--- config.mk ---
export PLATFORM = sky130hd
export DESIGN_NAME = sd_dat_block_rx
export DESIGN_NICKNAME = d
export VERILOG_FILES = /design/src/rtl/sd_pkg.sv /design/src/rtl/sd_crc16_serial.sv /design/src/rtl/sd_dat_block_rx.sv
export SDC_FILE = /design/constraint.sdc
export NUM_CORES = 1
export LEC_CHECK = 0
export ABC_AREA = 1
export CAP_MARGIN = 20
export CORE_MARGIN = 4
export CORE_UTILIZATION = 40
export CTS_BUF_LIST = sky130_fd_sc_hd__clkbuf_4 sky130_fd_sc_hd__clkbuf_8 sky130_fd_sc_hd__clkbuf_16
export CTS_CLUSTER_DIAMETER = 120
export DETAILED_ROUTE_END_ITERATION = 16
export GPL_ROUTABILITY_DRIVEN = 0
export SLEW_MARGIN = 0
export SYNTH_ARGS = -nofsm -noshare
export SYNTH_HDL_FRONTEND = slang
export SYNTH_SLANG_ARGS = --single-unit
--- constraint.sdc ---
create_clock -name clk -period 1.9 [get_ports clk]
set_input_delay 0.38 -clock clk [delete_from_list [all_inputs] [get_ports clk]]
set_output_delay 0.38 -clock clk [all_outputs]
set_load 0.02 [all_outputs]
--- src/rtl/sd_pkg.sv ---
// Shared constants and types for the SD DAT-line engines (4-bit bus, CRC16 per line).
package sd_pkg;

    typedef enum logic [2:0] {
        IDLE,
        WAIT_START,
        DATA,
        CRC,
        END
    } sd_state_e;

    localparam logic [15:0] CRC16_POLY      = 16'h1021;
    localparam logic [15:0] CRC16_INIT      = 16'h0000;
    localparam logic [3:0]  SD_START_NIBBLE = 4'h0;
    localparam logic [3:0]  SD_END_NIBBLE   = 4'hF;

endpackage

--- src/rtl/sd_crc16_serial.sv ---
// Bit-serial CRC16-CCITT (x^16+x^12+x^5+1), one bit per enabled clock.
module sd_crc16_serial
    import sd_pkg::*;
(
    input  logic        clk,
    input  logic        reset_n,
    input  logic        clr,
    input  logic        en,
    input  logic        din,
    output logic [15:0] crc
);

    logic [15:0] crc_q;
    logic        fb;

    assign fb  = din ^ crc_q[15];
    assign crc = crc_q;

    always_ff @(posedge clk or negedge reset_n) begin
        if (!reset_n) begin
            crc_q <= 16'h0000;
        end else if (clr) begin
            crc_q <= CRC16_INIT;
        end else if (en) begin
            crc_q <= {crc_q[14:0], 1'b0} ^ (fb ? CRC16_POLY : 16'h0000);
        end
    end

endmodule

--- src/rtl/sd_dat_block_rx.sv ---
// SD 4-bit DAT receive engine: start bit, BLOCK_BYTES payload, per-line CRC16, end bit.
module sd_dat_block_rx
    import sd_pkg::*;
#(
    parameter int BLOCK_BYTES   = 512,
    parameter int TIMEOUT_TICKS = 65535
) (
    input  logic       clk,
    input  logic       reset_n,
    input  logic       start,
    input  logic       abort,
    input  logic       sample_en,
    input  logic [3:0] dat_in,
    output logic [7:0] rx_data,
    output logic       rx_valid,
    output logic       busy,
    output logic       done,
    output logic       crc_err,
    output logic       end_err,
    output logic       timeout_err
);

    localparam int NW = $clog2(2 * BLOCK_BYTES);
    localparam int TW = $clog2(TIMEOUT_TICKS + 1);
    localparam logic [NW-1:0] NIB_LAST  = NW'(2 * BLOCK_BYTES - 1);
    localparam logic [TW-1:0] TICK_LAST = TW'(TIMEOUT_TICKS - 1);

    sd_state_e       state_q;
    logic [NW-1:0]   nib_q;
    logic [3:0]      bit_q;
    logic [TW-1:0]   tick_q;
    logic [3:0]      hi_q;
    logic [7:0]      rx_data_q;
    logic            rx_valid_q;
    logic            done_q;
    logic            crc_err_q;
    logic            end_err_q;
    logic            timeout_err_q;

    logic [3:0][15:0] crc_w;
    logic [3:0]       crc_exp;
    logic             crc_clr;
    logic             crc_en;

    // CRC state is frozen outside DATA so the CRC phase can compare against it.
    assign crc_clr = (state_q == IDLE) && start && !abort;
    assign crc_en  = (state_q == DATA) && sample_en && !abort;

    for (genvar i = 0; i < 4; i++) begin : g_crc
        sd_crc16_serial u_crc (
            .clk     (clk),
            .reset_n (reset_n),
            .clr     (crc_clr),
            .en      (crc_en),
            .din     (dat_in[i]),
            .crc     (crc_w[i])
        );
    end

    always_comb begin
        crc_exp = 4'h0;
        for (int i = 0; i < 4; i++) begin
            crc_exp[i] = crc_w[i][4'd15 - bit_q];
        end
    end

    always_ff @(posedge clk or negedge reset_n) begin
        if (!reset_n) begin
            state_q       <= IDLE;
            nib_q         <= '0;
            bit_q         <= 4'h0;
            tick_q        <= '0;
            hi_q          <= 4'h0;
            rx_data_q     <= 8'h00;
            rx_valid_q    <= 1'b0;
            done_q        <= 1'b0;
            crc_err_q     <= 1'b0;
            end_err_q     <= 1'b0;
            timeout_err_q <= 1'b0;
        end else begin
            rx_valid_q <= 1'b0;
            done_q     <= 1'b0;
            if (abort) begin
                state_q <= IDLE;
            end else begin
                case (state_q)
                    IDLE: begin
                        if (start) begin
                            state_q       <= WAIT_START;
                            tick_q        <= '0;
                            crc_err_q     <= 1'b0;
                            end_err_q     <= 1'b0;
                            timeout_err_q <= 1'b0;
                        end
                    end
                    WAIT_START: begin
                        if (sample_en) begin
                            if (dat_in == SD_START_NIBBLE) begin
                                state_q <= DATA;
                                nib_q   <= '0;
                            end else begin
                                tick_q <= tick_q + TW'(1);
                                if (tick_q == TICK_LAST) begin
                                    timeout_err_q <= 1'b1;
                                    done_q        <= 1'b1;
                                    state_q       <= IDLE;
                                end
                            end
                        end
                    end
                    DATA: begin
                        if (sample_en) begin
                            nib_q <= nib_q + NW'(1);
                            if (!nib_q[0]) begin
                                hi_q <= dat_in;
                            end else begin
                                rx_data_q  <= {hi_q, dat_in};
                                rx_valid_q <= 1'b1;
                            end
                            if (nib_q == NIB_LAST) begin
                                state_q <= CRC;
                                bit_q   <= 4'h0;
                            end
                        end
                    end
                    CRC: begin
                        if (sample_en) begin
                            if (dat_in != crc_exp) crc_err_q <= 1'b1;
                            bit_q <= bit_q + 4'h1;
                            if (bit_q == 4'hF) state_q <= END;
                        end
                    end
                    END: begin
                        if (sample_en) begin
                            if (dat_in != SD_END_NIBBLE) end_err_q <= 1'b1;
                            done_q  <= 1'b1;
                            state_q <= IDLE;
                        end
                    end
                    default: state_q <= IDLE;
                endcase
            end
        end
    end

    assign rx_data     = rx_data_q;
    assign rx_valid    = rx_valid_q;
    assign busy        = (state_q != IDLE);
    assign done        = done_q;
    assign crc_err     = crc_err_q;
    assign end_err     = end_err_q;
    assign timeout_err = timeout_err_q;

endmodule

Word-level counts from Yosys, hierarchy flattened

Index checks and enable logic that the tools add are counted.

Latch bits: 0
Logic and storage cells: 145
Flip-flop bits (word level): 114
Memories: 0
Bits of input ports: 9
Bits in read-only memories: 0
Output and inout bits: 14
Memory bits (writable): 0

Add/subtract/negate cells: 4
$lt $le $gt $ge: 1
Reduce and logical (&&, ||, !) cells: 23
Mux-type cells: 64
$mul: 0
Eq/ne operators: 28
Shift-type cells: 0
Bitwise logic cells: 10
Div/mod/pow operators: 0

Operators by type and width:

| operator                | count |
|---|---|
| $mux W16                | 11 |
| $xor A16 B16 Y16        | 4 |
| $mux W13                | 4 |
| $pmux W16 S2            | 1 |
| $mux W10                | 3 |
| $mux W3                 | 10 |
| $reduce_and A5 Y1       | 5 |
| $mux W1                 | 21 |
| $ne A2 B2 Y1 const B    | 10 |
| $pmux W10 S2            | 1 |
| $ne A3 B3 Y1 const B    | 6 |
| $add A16 B1 Y16 const B | 1 |
| $bmux W1 S4             | 4 |
| $eq A16 B16 Y1 const B  | 1 |
| $pmux W3 S5             | 1 |
| $mux W4                 | 3 |
| $reduce_bool A2 Y1      | 6 |
| $add A10 B1 Y10 const B | 1 |
| $eq A10 B10 Y1 const B  | 1 |
| $ne A4 B4 Y1 const B    | 2 |
| $pmux W1 S2             | 4 |
| $pmux W4 S2             | 1 |
| $reduce_and A4 Y1       | 2 |
| $reduce_and A8 Y1       | 1 |
| 18 further kinds        | 26 |

Depth between registers and ports, before layout

Depth in word-level cells: 7
Gate-level depth with buffers: 13
Mapped depth without buffers: 12

Cells and area by module

Synthesis repeated with hierarchy kept, for this count alone.

Cells, all modules: 811
Area total of the unflattened synthesis: 6394.9 um^2

By module, submodules not included:

| module          | sequential area each (um^2) | cells an instance | times used | area an instance (um^2) |
|---|---|---|---|---|
| sd_dat_block_rx | 1251.2                      | 535               | 1          | 3517.1 |
| sd_crc16_serial | 400.4                       | 69                | 4          | 719.4 |

Least setup slack after synthesis

Ideal clock, no wire load.

Kind: register to register
Start: register state_q[1]
End: register nib_q[8]
Stages on the path, launching flop included: 11
Path buffers: 0
Data required time: 1.769 ns
Arrival time: 1.531 ns
Setup slack: 0.238 ns
Clock period less this slack: 1.662 ns
Setup time: 0.131 ns
Path through: dfrtp_1 inv_1 nand2_1 inv_1 nand2_1 a21oi_1 nand3_2 nor3_2 nand3_1 xor2_1 nor2_1

Longest elaborated chain between the ends: 3
Elaborated cells between the ends (all ways): 8
Those cells by class: eq/ne: 5; mux: 1; reduce/logical: 2

Ends and longest elaborated chain:

| element                                                                    | RTL line               | source |
|---|---|---|
| from (decl)                                                                | sd_dat_block_rx.sv:28  | `sd_state_e state_q;` |
| from (signal assigned)                                                     | sd_dat_block_rx.sv:69  | `state_q <= IDLE;` |
| from (signal assigned)                                                     | sd_dat_block_rx.sv:84  | `state_q <= IDLE;` |
| from (signal assigned)                                                     | sd_dat_block_rx.sv:89  | `state_q <= WAIT_START;` |
| $eq A3 B1 Y1 / $eq A3 B2 Y1 (equally long branches)                        | sd_dat_block_rx.sv:86  | `case (state_q)` |
| $ne A2 B2 Y1 (no source line) / $reduce_bool A2 Y1 (equally long branches) | -                      |  |
| $reduce_and A5 Y1 (no source line)                                         | -                      |  |
| to (signal assigned)                                                       | sd_dat_block_rx.sv:113 | `nib_q <= nib_q + NW'(1);` |
| to (decl)                                                                  | sd_dat_block_rx.sv:29  | `logic [NW-1:0] nib_q;` |

Several ways; a longest one is shown, not always the timed one.
A chain may end at the register's enable or synchronous reset.

Final worst setup path

Start: register state_q[0]
End: output busy

Longest elaborated chain between the ends: 1

Ends and longest elaborated chain:

| element            | RTL line               | source |
|---|---|---|
| $reduce_bool A3 Y1 | sd_dat_block_rx.sv:148 | `assign busy = (state_q != IDLE);` |
| to (decl)          | sd_dat_block_rx.sv:16  | `output logic busy,` |

Every way passes these cells.

==> flow_summary.yaml <==
outcome:
  status: "completed"
pwr:
  p_int_uw: 5880
  pwr-share-comb: 0.287
  pwr-share-seq: 0.321
  clkPwrFrac: 0.392
  p_leak_uw: 0.00340
  p_switching_uw: 2800
  power_density_nw_per_um2: 1210
  ir_drop_uv: 597
  p_sw_frac: 0.323
synthesis:
  synth-seq-cells: 114
  syn_avg_cell_area_sq_um: 8.22
  synth.net_count: 690
  syn-cell-area_sq_um: 5570
  seq_area_frac_synth: 0.512
  synthCells: 677
  yosys_warnings: 0
  ys_types: 35
cts:
  tritoncts: "built"
  path_clk_slew_ns: 0.05
  clock_latency_ns: 0.41
  h-tree-depth: 4
  root_buffer: "clkbuf_16"
  clock-sinks: 114
  tritoncts.num_buffers: 17
  clockBufferDepth: 2
floorplan:
  die_x_microns: 126
  num_rows: 42
  core_area_sq_um: 13500
  die_area_sq_um: 15900
  dieHeight_microns: 126
  start_util: 0.414
  io_pins: 23
placement:
  dp.cells: 909
  hpwlAfterDp_microns: 9170
  portBuffers: 22
  place_ws_ns: -0.348
critical_path:
  critical_path.slowest_cell: "dfrtp_2"
  worstReg2RegEnd: "g_crc[0].u_crc.crc[6]"
  crit_arrival_ns: 1.45
  regToRegSetupSlack_ns: 0.11
  crit_fanout: 5
  end_kind: "output pin"
  cp_num_buf_inv: 1
  critPathLaunch: "state_q[0]"
  r2r-start: "state_q[2]"
  cpPeakStageDelay_ns: 0.45
  critPathRequiredTime_ns: 1.52
  rr_worst_depth: 10
  endpoint: "busy"
  path_class: "reg -> out"
  worstPathCellList: "nor2_2 -> nand2_1 -> clkdlybuf4s15_1"
  crit_family: "flip-flops"
  cp-start-kind: "register"
  cp.depth: 3
sta:
  setup_viol: 0
  hold_viol: 0
  max_freq_mhz: 547
  setup_slack_ns: 0.0707
  skew_ns: 0.00641
  worst_pin_slew_ns: 0.495
  min_period_over_period: 0.963
  rsz0062_at_grt: "true"
  period_minus_slack_ns: 1.83
  drv_slew: 0
  maxSlewHeadroom: 0.670
global_routing:
  grt_max_degree: 53
  antenna_found_initial: 0
  first_global_vias: 4900
  grt_first_pass_wirelength_microns: 23300
  grt_overflow: 0
  grt_usage: 0.181
drt:
  drtAntennaViolNets: 0
  vias_per_cell: 5.15
  drc_errors: 0
  drtIter0Drc: 375
  vias: 4868
  drt-wirelength-per-cell_microns: 14.5
  first_pass_iters: 5
  routed_wl_microns: 13700
final_layout:
  n_antenna_cell: 0
  num-fill-cells: 1276
  multiInputGateArea_sq_um: 2280
  final_layout_size_suffix_gt1_frac: 0.166
  stdcell_count: 946
  syn2layout_area_growth_pct: 28.6
  regArea_sq_um: 2850
  nets: 770
hold_path:
  min_path_type: "in -> async"
run:
  drv_cap: 0
## power groups by stage
| stage | logic (uW) | registers, uW | clock network [uW] |
|---|---|---|---|
| 6_report | 2490 | 2790 | 3410 |
| 5_1_grt | 2750 | 2810 | 3600 |
| 4_1_cts | 2360 | 2770 | 3450 |
| 3_5_place_dp | 2360 | 2810 | 0 |
| 3_3_place_gp | 2340 | 2800 | 0 |
| 2_1_floorplan | 1410 | 2800 | 0 |
## stage by stage
step / cell area [sq um] / utilization / total power [uW] / setup TNS (ns) / hold slack (ns)
CTS: 7040 / 0.524 / 8580 / 0 / 0.474
finish: 7160 / 0.532 / 8680 / 0 / 0.478
global route: 7160 / 0.532 / 9160 / -0.00797 / 0.495
global placement: 6400 / 0.476 / 5140 / -24.02 / 0.372
floorplan: 5570 / - / 4210 / 0 / 0.0844
detailed placement: 6400 / 0.476 / 5170 / -27.22 / 0.375
## cell families after synthesis
family	after synthesis	synth area share
AND/OR/NAND/NOR	280	0.224
AO/OA/AOI/OAI	133	0.137
buffers and inverters	128	0.0888
flip-flops	114	0.512
XOR/XNOR	18	0.0283
adder cells (fa/ha/maj)	4	0.00899
## per-layer routing
layer | vias up | GRT usage | part of all wire
met4 | 0 | 0.0782 | 0.017
met3 | 20 | 0.0483 | 0.036
met5 | - | 0 | 0
li1 | 2405 | - | -
met2 | 89 | 0.285 | 0.48
met1 | 2354 | 0.237 | 0.47
## cells in the mapped netlist (all sizes together)
cell type	instances	area share
nor3b	1	0.0013
ha	4	0.0090
o21ai	36	0.032
inv	101	0.068
xnor2	6	0.0094
nand3	71	0.065
nand2	143	0.097
nor2	42	0.030
clkinv	2	0.0013
nand4	8	0.0090
a21oi	31	0.028
a31oi	1	0.0011
nand3b	2	0.0027
xor2	12	0.019
nor4	3	0.0034
dfrtp	114	0.51
o31ai	4	0.0054
buf	15	0.013
o21a	1	0.0013
a211oi	3	0.0040
nor3	8	0.013
nor4b	1	0.0016
o22ai	53	0.060
or2	1	0.0011
o211ai	4	0.0054
clkbuf	10	0.0067
## state kept, by name, summed over array words and instances (netlist names)
signal,flops
bit_q,4
crc_err,1
done,1
end_err,1
g_crc.u_crc.crc,64
hi_q,4
nib_q,10
rx_data,8
rx_valid,1
state_q,3
tick_q,16
timeout_err,1
## cell type report
| class | count | share of cell area |
|---|---|---|
| Sequential cell | 114 | 0.399 |
| Multi-Input combinational cell | 435 | 0.318 |
| Timing Repair Buffer | 86 | 0.110 |
| Clock buffer | 21 | 0.0662 |
| Inverter | 103 | 0.0545 |
| Tap cell | 176 | 0.0308 |
| Clock inverter | 11 | 0.0220 |
## how the worst min path moves through the flow
stage	startpoint	to	slack [ns]	depth (start not counted)
CTS	reset_n	g_crc[3].u_crc.crc[11]	0.47	2
global placement	reset_n	g_crc[3].u_crc.crc[8]	0.37	1
global route	dat_in[2]	hi_q[2]	0.49	4
finish	reset_n	g_crc[3].u_crc.crc[4]	0.48	2
detailed placement	reset_n	g_crc[3].u_crc.crc[8]	0.38	1
floorplan	reset_n	bit_q[0]	0.08	0
## layout by cell type (no fill, tap or decap), types with 5 or more instances in the layout
| cell type | Yosys | layout |
|---|---|---|
| a21oi_1 | 31 | 30 |
| buf_12 | 0 | 5 |
| buf_4 | 0 | 55 |
| clkbuf_16 | 0 | 17 |
| clkdlybuf4s50_1 | 0 | 17 |
| clkinv_2 | 0 | 6 |
| dfrtp_1 | 114 | 113 |
| inv_1 | 96 | 94 |
| inv_2 | 5 | 7 |
| nand2_1 | 141 | 135 |
| nand2_2 | 2 | 7 |
| nand3_1 | 70 | 70 |
| nand4_1 | 8 | 8 |
| nor2_1 | 40 | 35 |
| nor2_2 | 1 | 5 |
| o21ai_0 | 33 | 31 |
| o22ai_1 | 53 | 53 |
| xnor2_1 | 6 | 6 |
| xor2_1 | 12 | 12 |
## timing repair
action	CTS	global route
pin swaps	0	7
endpoints found under the hold margin	31	0
resized for setup	1	31
hold buffers	1	0
setup endpoints to repair	1	91
setup buffers	0	4
Power figures use the tool's default switching activity.
